**src/rtl/iter_shifter.sv**
```systemverilog
// iter_shifter: multi-cycle variable shifter (SLL/SRL/SRA, optional ROTL).
// Shifts at most STEP bits per cycle under a start/done handshake.
// Optional feature macro: ITER_SHIFTER_ROTATE_EN. When it is defined,
// mode 11 rotates left. When it is undefined, mode 11 behaves as SLL.
module iter_shifter #(
   parameter int unsigned WIDTH   = 32,
   parameter int unsigned SHAMT_W = 5,
   parameter int unsigned STEP    = 4
) (
   input  logic               clk,
   input  logic               reset,
   input  logic               start,
   input  logic [WIDTH-1:0]   in_data,
   input  logic [SHAMT_W-1:0] shamt,
   input  logic [1:0]         mode,
   output logic               busy,
   output logic               done,
   output logic [WIDTH-1:0]   out_data
);

   // The counter is one bit wider so that STEP == WIDTH still fits.
   localparam int unsigned CNT_W = SHAMT_W + 1;
   localparam logic [CNT_W-1:0] STEP_C = CNT_W'(STEP);

   typedef enum logic [1:0] {
      IDLE  = 2'd0,
      SHIFT = 2'd1,
      DONE  = 2'd2
   } state_t;

   state_t             state_q, state_d;
   logic [WIDTH-1:0]   data_q, data_d;
   logic [SHAMT_W-1:0] rem_q, rem_d;
   logic [1:0]         mode_q, mode_d;
   logic               load_out;
   logic [CNT_W-1:0]   step_amt;
   logic [WIDTH-1:0]   shifted;
`ifdef ITER_SHIFTER_ROTATE_EN
   logic [CNT_W-1:0]   rot_amt;
`endif

   // Per-cycle step is min(remaining, STEP).
   assign step_amt = ({1'b0, rem_q} < STEP_C) ? {1'b0, rem_q} : STEP_C;

`ifdef ITER_SHIFTER_ROTATE_EN
   // Bits rotated out of the MSB re-enter at the LSB. A zero step gives a zero right-shift.
   assign rot_amt = CNT_W'(WIDTH) - step_amt;
`endif

   // One shift step of the data register, using the captured mode.
   always_comb begin
      shifted = data_q << step_amt;
      case (mode_q)
         2'b01:   shifted = data_q >> step_amt;
         2'b10:   shifted = $unsigned($signed(data_q) >>> step_amt);
`ifdef ITER_SHIFTER_ROTATE_EN
         2'b11:   shifted = (data_q << step_amt) | (data_q >> rot_amt);
`endif
         default: shifted = data_q << step_amt;
      endcase
   end

   // FSM state register.
   always_ff @(posedge clk or posedge reset) begin
      if (reset) state_q <= IDLE;
      else       state_q <= state_d;
   end

   // Next-state logic and next values of the datapath registers.
   always_comb begin
      state_d  = state_q;
      data_d   = data_q;
      rem_d    = rem_q;
      mode_d   = mode_q;
      load_out = 1'b0;
      case (state_q)
         IDLE, DONE: begin
            if (start) begin
               data_d  = in_data;
               rem_d   = shamt;
               mode_d  = mode;
               state_d = SHIFT;
            end else begin
               state_d = IDLE;
            end
         end
         SHIFT: begin
            data_d = shifted;
            rem_d  = rem_q - SHAMT_W'(step_amt);
            if (rem_d == '0) begin
               state_d  = DONE;
               load_out = 1'b1;
            end
         end
         default: state_d = IDLE;
      endcase
   end

   // Datapath registers and registered outputs. out_data changes only on entry to DONE.
   always_ff @(posedge clk or posedge reset) begin
      if (reset) begin
         data_q   <= '0;
         rem_q    <= '0;
         mode_q   <= '0;
         busy     <= 1'b0;
         done     <= 1'b0;
         out_data <= '0;
      end else begin
         data_q <= data_d;
         rem_q  <= rem_d;
         mode_q <= mode_d;
         busy   <= (state_d == SHIFT);
         done   <= (state_d == DONE);
         if (load_out) out_data <= data_d;
      end
   end

endmodule

```
**config.mk**
```make
export PLATFORM = sky130hd
export DESIGN_NAME = iter_shifter
export DESIGN_NICKNAME = d
export VERILOG_FILES = /design/src/rtl/iter_shifter.sv
export SDC_FILE = /design/constraint.sdc
export NUM_CORES = 1
export LEC_CHECK = 0
export BUFFER_PORTS_ARGS = -buffer_cell sky130_fd_sc_hd__buf_2
export CELL_PAD_IN_SITES_DETAIL_PLACEMENT = 0
export CELL_PAD_IN_SITES_GLOBAL_PLACEMENT = 2
export CORE_ASPECT_RATIO = 0.7
export CORE_MARGIN = 3
export CORE_UTILIZATION = 27
export DETAILED_ROUTE_END_ITERATION = 16
export PLACE_DENSITY_LB_ADDON = 0.2
export SLEW_MARGIN = 20
export SYNTH_ARGS = -nofsm -noshare
export SYNTH_HDL_FRONTEND = slang
export SYNTH_SLANG_ARGS = --single-unit
```
**constraint.sdc**
```tcl
create_clock -name clk -period 6.2 [get_ports clk]
set_clock_uncertainty 0.2 [all_clocks]
set_input_delay 0 -clock clk [delete_from_list [all_inputs] [get_ports clk]]
set_output_delay 0 -clock clk [all_outputs]
set_load 0.05 [all_outputs]
```
=== Yosys cells after proc, flatten, opt, wreduce, memory -nomap -nowiden ===
Cells that the tools add are included.

* Bits in registers: 75
* Logic and storage cells: 36

* Eq/ne operators: 7
* Shifts and indexed selects: 3
* $add $sub $neg: 1
* Multiplexer cells: 11
* $lt $le $gt $ge: 1
* Reduce and logical (&&, ||, !) cells: 6

{| class="wikitable"
|+ Operator list
! cell !! number
|-
| $pmux W32 S2 || 2
|-
| $mux W32 || 1
|-
| $shl A32 B5 Y32 || 1
|-
| $shr A32 B5 Y32 || 1
|-
| $sshr A32 B5 Y32 || 1
|-
| $mux W5 || 2
|-
| $pmux W5 S2 || 1
|-
| $eq A2 B1 Y1 const B || 3
|-
| $eq A2 B2 Y1 const B || 3
|-
| $logic_not A5 Y1 || 1
|-
| $lt A5 B3 Y1 const B || 1
|-
| $sub A5 B5 Y5 || 1
|-
| $pmux W2 S2 || 1
|-
| $reduce_and A2 Y1 || 2
|-
| $mux W1 || 3
|-
| $logic_not A2 Y1 || 1
|-
| $mux W2 || 1
|-
| $ne A2 B2 Y1 const B || 1
|-
| $reduce_bool A2 Y1 || 1
|-
| $reduce_or A2 Y1 || 1
|}

=== Longest topological paths before layout ===
Gate-level depths: netlist of run 1.

* Depth after elaboration: 7
* Gate-level depth with buffers: 13
* Depth with buffers taken out: 8

=== Least setup slack after synthesis of run 1 ===
Ideal clock, no wire load.

* Path type: register to register
* Start: register rem_q[2]
* End: register out_data[10]
* Setup slack: 2.870 ns
* Stages on the path, launching flop included: 14
* Clock period less this slack: 3.330 ns
* Path buffers: 5
* Arrival time: 3.005 ns
* Path through: dfrtp_1 > buf_6 > or3_1 > buf_2 > clkbuf_1 > clkbuf_1 > nand2_1 > ha_1 > o21ai_0 > o2bb2ai_1 > mux2i_1 > nor4_2 > buf_2 > mux2_2

* Cells in the longest elaborated chain, start to end: 6
* Elaborated cells on any way between the ends: 11
* Those cells by class: 1 x add/sub; 1 x order compare; 3 x shift; 5 x mux; 1 x reduce/logical

{| class="wikitable"
|+ RTL lines
! item !! RTL line !! RTL
|-
| start: declaration || 33 || <nowiki>logic [SHAMT_W-1:0] rem_q, rem_d;</nowiki>
|-
| start signal: assignment || 110 || <nowiki>rem_q <= rem_d;</nowiki>
|-
| $lt A5 B3 Y1 || 43 || <nowiki>assign step_amt = ({1'b0, rem_q} < STEP_C) ? {1'b0, rem_q} : STEP_C;</nowiki>
|-
| $mux W5 || 43 ||
|-
| $sub A5 B5 Y5 || 89 || <nowiki>rem_d = rem_q - SHAMT_W'(step_amt);</nowiki>
|-
| $logic_not A5 Y1 || 90 || <nowiki>if (rem_d == '0) begin</nowiki>
|-
| $mux W1 || 90 ||
|-
| $mux W1 || 76 || <nowiki>case (state_q)</nowiki>
|-
| end signal: assignment || 114 || <nowiki>if (load_out) out_data <= data_d;</nowiki>
|-
| end: declaration || 18 || <nowiki>output logic [WIDTH-1:0] out_data</nowiki>
|}

Several ways; a longest one is shown, not always the timed one.
A chain may end at the register's enable or synchronous reset.

=== Worst setup path in the final report of run 1 ===
* Start: register rem_q[2]
* End: register out_data[5]

The elaborated chain is that of the path after synthesis.

==> results of run 1 <==
## cells in the final DEF, fill, tap and decap left out, drive strengths merged, types with 4 or more instances in the layout
cell / count
a221oi: 15
a211o: 4
mux4: 12
buf: 90
a211oi: 23
o22ai: 10
and3: 11
a21oi: 55
mux2: 21
inv: 28
nor3: 10
clkbuf: 12
nand2: 78
o211ai: 6
bufinv: 4
a31oi: 5
and2: 7
o2bb2ai: 4
a311oi: 8
nor4: 7
dlygate4sd3: 40
mux2i: 60
o21ai: 38
dfrtp: 75
nor2b: 10
nand3: 23
o221ai: 5
nor2: 41
a2111oi: 4
## flip-flops by register name, indices dropped and copies added, names as in the netlist
| name | flops |
|---|---|
| state_q | 2 |
| rem_q | 5 |
| out_data | 32 |
| done | 1 |
| data_q | 32 |
| mode_q | 2 |
| busy | 1 |
## cell type report
cell class / instances / area (µm²) / area share, %
clock buffers: 12 / 256 / 3.53
clock inverters: 4 / 120 / 1.66
inverters: 31 / 118 / 1.62
multi-input cells: 514 / 3640 / 50.1
flip-flops and latches: 75 / 1880 / 25.9
well taps: 282 / 353 / 4.86
repair buffers: 130 / 892 / 12.3
## kinds of logic (layout without fill, tap and decap cells)
family / count (synthesis) / after routing
AOI/OAI and AO/OA: 215 / 215
and+or+nand+nor: 202 / 202
buffers and inverters: 119 / 177
muxes: 93 / 93
DFF: 75 / 75
adders and majority gates: 3 / 3
other: 1 / 1
## stage by stage
step	util, %	cell area (µm²)	setup WS, ns	cells	power, µW
after floorplan	-	6020	2.87	708	3180
after CTS	33.3	7250	2.38	1048	4730
after global placement	29.7	6480	2.45	992	3990
final	33.3	7260	2.41	1048	4710
after detailed placement	29.7	6480	2.42	992	4020
after global routing	33.3	7260	2.14	1048	5060
## layer usage
metal / part of all wire [%] / routed length (µm) / vias to the layer above / GRT usage, %
li1: - / - / 2720 / -
met1: 49 / 11100 / 2950 / 27.5
met2: 45 / 10100 / 196 / 29.2
met3: 5.5 / 1240 / 21 / 3.79
met4: 1.1 / 255 / 0 / 4.53
met5: 0 / 0 / - / 0
## power groups by stage
| stage | Clock, µW | Sequential [µW] | Combinational [µW] |
|---|---|---|---|
| after floorplan | 0 | 1220 | 1960 |
| after global placement | 0 | 1190 | 2800 |
| after detailed placement | 0 | 1200 | 2820 |
| after CTS | 687 | 1190 | 2850 |
| after global routing | 707 | 1240 | 3120 |
| final | 673 | 1190 | 2850 |
## worst register-to-register path, stage by stage, from the launching register on
cell	delay, ns
dfrtp_1	0.59
or3_2	0.91
nand2_1	0.20
ha_1	0.26
o21ai_0	0.13
o2bb2ai_1	0.18
mux2i_1	0.17
nor4_4	0.29
buf_4	0.34
mux2_2	0.40
## worst max-delay path by stage
stage / depth (start not counted) / slack (ns) / startpoint / end
6_report: 9 / 2.41 / rem_q[2] / out_data[5]
5_1_grt: 9 / 2.14 / rem_q[2] / out_data[5]
4_1_cts: 9 / 2.38 / rem_q[2] / out_data[5]
3_5_place_dp: 9 / 2.42 / rem_q[2] / out_data[5]
3_3_place_gp: 9 / 2.45 / rem_q[2] / out_data[2]
2_1_floorplan: 13 / 2.87 / rem_q[2] / out_data[10]
==> impl_metrics.toml, run 1 <==
[critical_path]
cp_top_family = "simple AND/OR/NAND/NOR gates"
path_cells = "or3_2, nand2_1, ha_1, o21ai_0, o2bb2ai_1, mux2i_1, nor4_4, buf_4, mux2_2"
crit_buf_inv = 1
rr_worst_depth = 9
critical-path-slowest-cell = "or3_2"
arrival_ns = 3.83
ff2ff_setup_slack_ns = 2.41
reg2reg_from = "rem_q[2]"
critPathLaunchType = "flop"
worst-setup-path-type = "flop to flop"
worstPathRequired_ns = 6.23
endpoint_kind = "flop"
path_max_fanout = 43
slowest_delay_ns = 0.90
timing.rr.end = "out_data[5]"

[clocking]
cts_hold_buf = 40
h-tree-depth = 3
clk_latency_ns = 0.35
clkSinkCount = 75
cts_buffers = 9
cts_setup_buffers = 0
path_clk_slew_ns = 0.06
cts-root-buf = "clkbuf_16"
cts_buffer_depth = 2
cts_tree = "done"
post_cts_resize_count = 0

[power]
peakVddDrop_uv = 237
power.net_switching_uw = 2510
p_leak_uw = 0.00296
p_int_uw = 2200
combPwrFrac_pct = 60.4
clockPowerShare_pct = 14.3
pwr-share-seq_pct = 25.3
switching_share_pct = 53.2
p_per_area_mw_per_mm2 = 649

[global_route]
gr-usage-all-layers_pct = 19.0
antenna_found_initial = 0
grt_pass1_wl_mm = 35.1
grt_max_degree = 76
first_global_vias = 5859
grt_overflow = 0

[synthesis]
synthesis.nets = 753
seq_area_frac_synth_pct = 31.2
synth_cells = 708
ys_seq_elements = 75
yosys.area_share.simple_pct = 15.9
synthMuxAreaShare_pct = 18.6
avgSynthCellArea_um2 = 8.50
synth-async-reset-ratio_pct = 100
yosysUniqueCellTypes = 74
synth_edf_count = 0
synth_top_family_by_area = "compound AO/OA/AOI/OAI gates"
yosys-top-cells-count = "nand2_1 (77), dfrtp_1 (75), mux2i_1 (60), a21oi_1 (55), clkbuf_1 (49)"
mappedNetlistArea_mm2 = 0.00602
synth_most_common_cell = "nand2_1"
yosysTopAreaCell = "dfrtp_1"
yosysTopAreaCellShare_pct = 31.2
synth-compound-area-share_pct = 24.6
ys.flop_type = "dfrtp_1"
synthAdderAreaFrac_pct = 0.624
synthXorXnorAreaFrac_pct = 0
yosysWarnings = 0
netlist_top_cells_area = "dfrtp_1 (31%), mux2i_1 (10%), nand2_1 (4.8%), a21oi_1 (4.6%), mux2_2 (3.9%)"

[run]
cap_violations = 0

[cells_and_area]
insertedDiodeCount = 0
fin_nets = 806
drive_gt1_share_pct = 20.1
area_growth_pct = 20.6
num-fill-cells = 2288

[drt]
final_antenna_net_count = 0
num_vias = 5887
drt_wl_total_mm = 22.7
route.detailed.drc = 0
avgRoutedWirePerCell_um = 21.6
drt_iter0_drc = 436
routed_via_density = 5.62
drt_first_pass_iters = 4

[timing]
setup-tns-final_ns = 0
fin_crit_ns = 3.79
slew_headroom_pct = 38.9
worstMarginPinSlew_ns = 0.917
max_freq_ghz = 0.264
drv_slew = 0
rsz0062_at_grt = "false"
whs_ns = 0.0304
hold_violations = 0
post-route-period-util_pct = 61.2
setup_viol = 0

[floorplanning]
die_w_um = 184
fp.dieH_um = 131
io_pins = 76
dieArea_mm2 = 0.0241
initial_core_util_pct = 27.6
core_area_mm2 = 0.0218
rows = 45

[outcome]
outcome = "completed"

[min_path]
hold_path_class = "input pin to flop"
hp-start = "start"
whs_path_depth = 5
min_to = "data_q[11]"

[place]
post-dp-hpwl_mm = 15.3
gp_congestion = 0.851
io_buffers = 75
(Power assumes the default switching activity.)
==> inputs of run 2 (changes only) <==
- clock period: 6.2 -> 3.73 ns (I/O delays scaled with it)
==> impl_metrics.toml, run 2 (synthesis results as in run 1) <==
[run]
cap_violations = 0

[drt]
drt_first_pass_iters = 5
wl_met1_mm = 11.3
wl_met3_mm = 1.53
dr.max_layer_used = "met4"
drt_wl_total_mm = 22.9
drt_iter0_drc = 458
route.detailed.drc = 0
final_antenna_net_count = 0
num_vias = 5937
routed-wl-met2_mm = 9.76
avgRoutedWirePerCell_um = 21.6
routed_via_density = 5.61

[clocking]
cts_buffers = 9
cts_buffer_depth = 2
cts-root-buf = "clkbuf_16"
cts_tree = "done"
path_clk_slew_ns = 0.06
clk_latency_ns = 0.36
h-tree-depth = 3
cts_setup_buffers = 0
clkSinkCount = 75

[global_route]
grt_pass1_wl_mm = 35.6
grt_max_degree = 54
antenna_found_initial = 0
first_global_vias = 5846
gr-usage-all-layers_pct = 19.2
grt_overflow = 0

[critical_path]
arrival_ns = 3.24
critical-path-slowest-cell = "or4b_1"
path_max_fanout = 20
endpoint_kind = "flop"
worstPathRequired_ns = 3.81
slowest_delay_ns = 0.87
path_cells = "or4b_1, a22oi_1, a2111oi_0, a311oi_1, a21oi_1"
critPathLaunchType = "flop"
cp_top_family = "compound AO/OA/AOI/OAI gates"
worst-setup-path-type = "flop to flop"
crit_buf_inv = 0

[floorplanning]
die_w_um = 184
initial_core_util_pct = 27.6
rows = 45
fp.dieH_um = 131
dieArea_mm2 = 0.0241
io_pins = 76
core_area_mm2 = 0.0218

[timing]
worstMarginPinSlew_ns = 1.02
whs_ns = 0.0323
max_freq_ghz = 0.317
hold_violations = 0
fin_crit_ns = 3.16
drv_slew = 0
post-route-period-util_pct = 84.6
rsz0062_at_grt = "false"
setup_slack_ns = 0.573
setup-tns-final_ns = 0
setup_viol = 0
slew_headroom_pct = 32.0

[place]
post-dp-hpwl_mm = 15.7
io_buffers = 75
gp_congestion = 0.869
dp_slack_ns = 0.595

[power]
peakVddDrop_uv = 375
p_per_area_mw_per_mm2 = 1080
p_leak_uw = 0.00300
total_power_uw = 7870

[cells_and_area]
fin_nets = 817
insertedDiodeCount = 0
layout_common_cells = "nand2_1 (77), buf_2 (75), dfrtp_1 (73), mux2i_1 (60), a21oi_1 (55)"
reg.largest.list = "data_q x32, out_data x32, rem_q x5"
layout_commonest_cell = "nand2_1"
area_growth_pct = 21.4
drive_gt1_share_pct = 21.0
utilization_pct = 33.5

[min_path]
hold_path_class = "input pin to flop"

[outcome]
outcome = "completed"
run 2: cell count changes in the layout (fill, tap and decap cells not counted):
| cell | change |
|---|---|
| buf_6 | -1 |
| nor4_2 | +1 |
| or3_2 | -1 |
| or3_1 | +1 |
| clkbuf_1 | +1 |
| clkbuf_8 | -2 |
| nor4_4 | -1 |
| buf_4 | +12 |
| clkinv_2 | +1 |
run 2: layout make-up:
class / instances / area (µm²)
clock inverter: 5 / 125
fill: 2289 / 14500
inverter: 31 / 118
sequential: 75 / 1880
tap: 282 / 353
timing repair buffer: 141 / 971
clock buffer: 11 / 233
multi-input combinational: 514 / 3630
run 2: repair_timing:
item,in CTS,in global routing
setup endpoints to repair,0,0
hold buffers,40,0
endpoints found under the hold margin,79,0
gates resized for setup,0,0
run 2: worst reg2reg max path, cell delays in order (launching register included):
cell,delay (ns)
dfrtp_1,0.64
or4b_1,0.87
a22oi_1,0.21
a2111oi_0,0.81
a311oi_1,0.16
a21oi_1,0.18
run 2: where the power goes:
group          switching, µW  internal, µW
clock                    363           721
sequential               743          1220
combinational           3090          1730
total                   4190          3670
run 2: through the flow:
step / std cells / instance area [µm²]
after floorplan: 708 / 6020
after global placement: 1003 / 6550
after detailed placement: 1003 / 6550
after CTS: 1059 / 7310
after global routing: 1059 / 7310
final: 1059 / 7310
run 2: path summary, 6_finish.rpt:
| kind | start | end | slack [ns] | depth (start not counted) |
|---|---|---|---|---|
| min in group asynchronous | reset | out_data[0] | 0.09 | 3 |
| worst min register to register | out_data[12] | out_data[12] | 0.31 | 1 |
| worst max register to register | rem_q[3] | data_q[9] | 0.57 | 5 |
| worst min-delay path | start | data_q[11] | 0.03 | 5 |
| worst max-delay path | rem_q[3] | data_q[9] | 0.57 | 5 |
| max in group asynchronous | reset | data_q[23] | 2.30 | 4 |
run 2: layer usage:
layer  GRT usage (%)  vias up
met2            29.4      229
met4            4.40        0
met3            3.96       32
met5               0        -
li1                -     2734
met1            27.9     2942
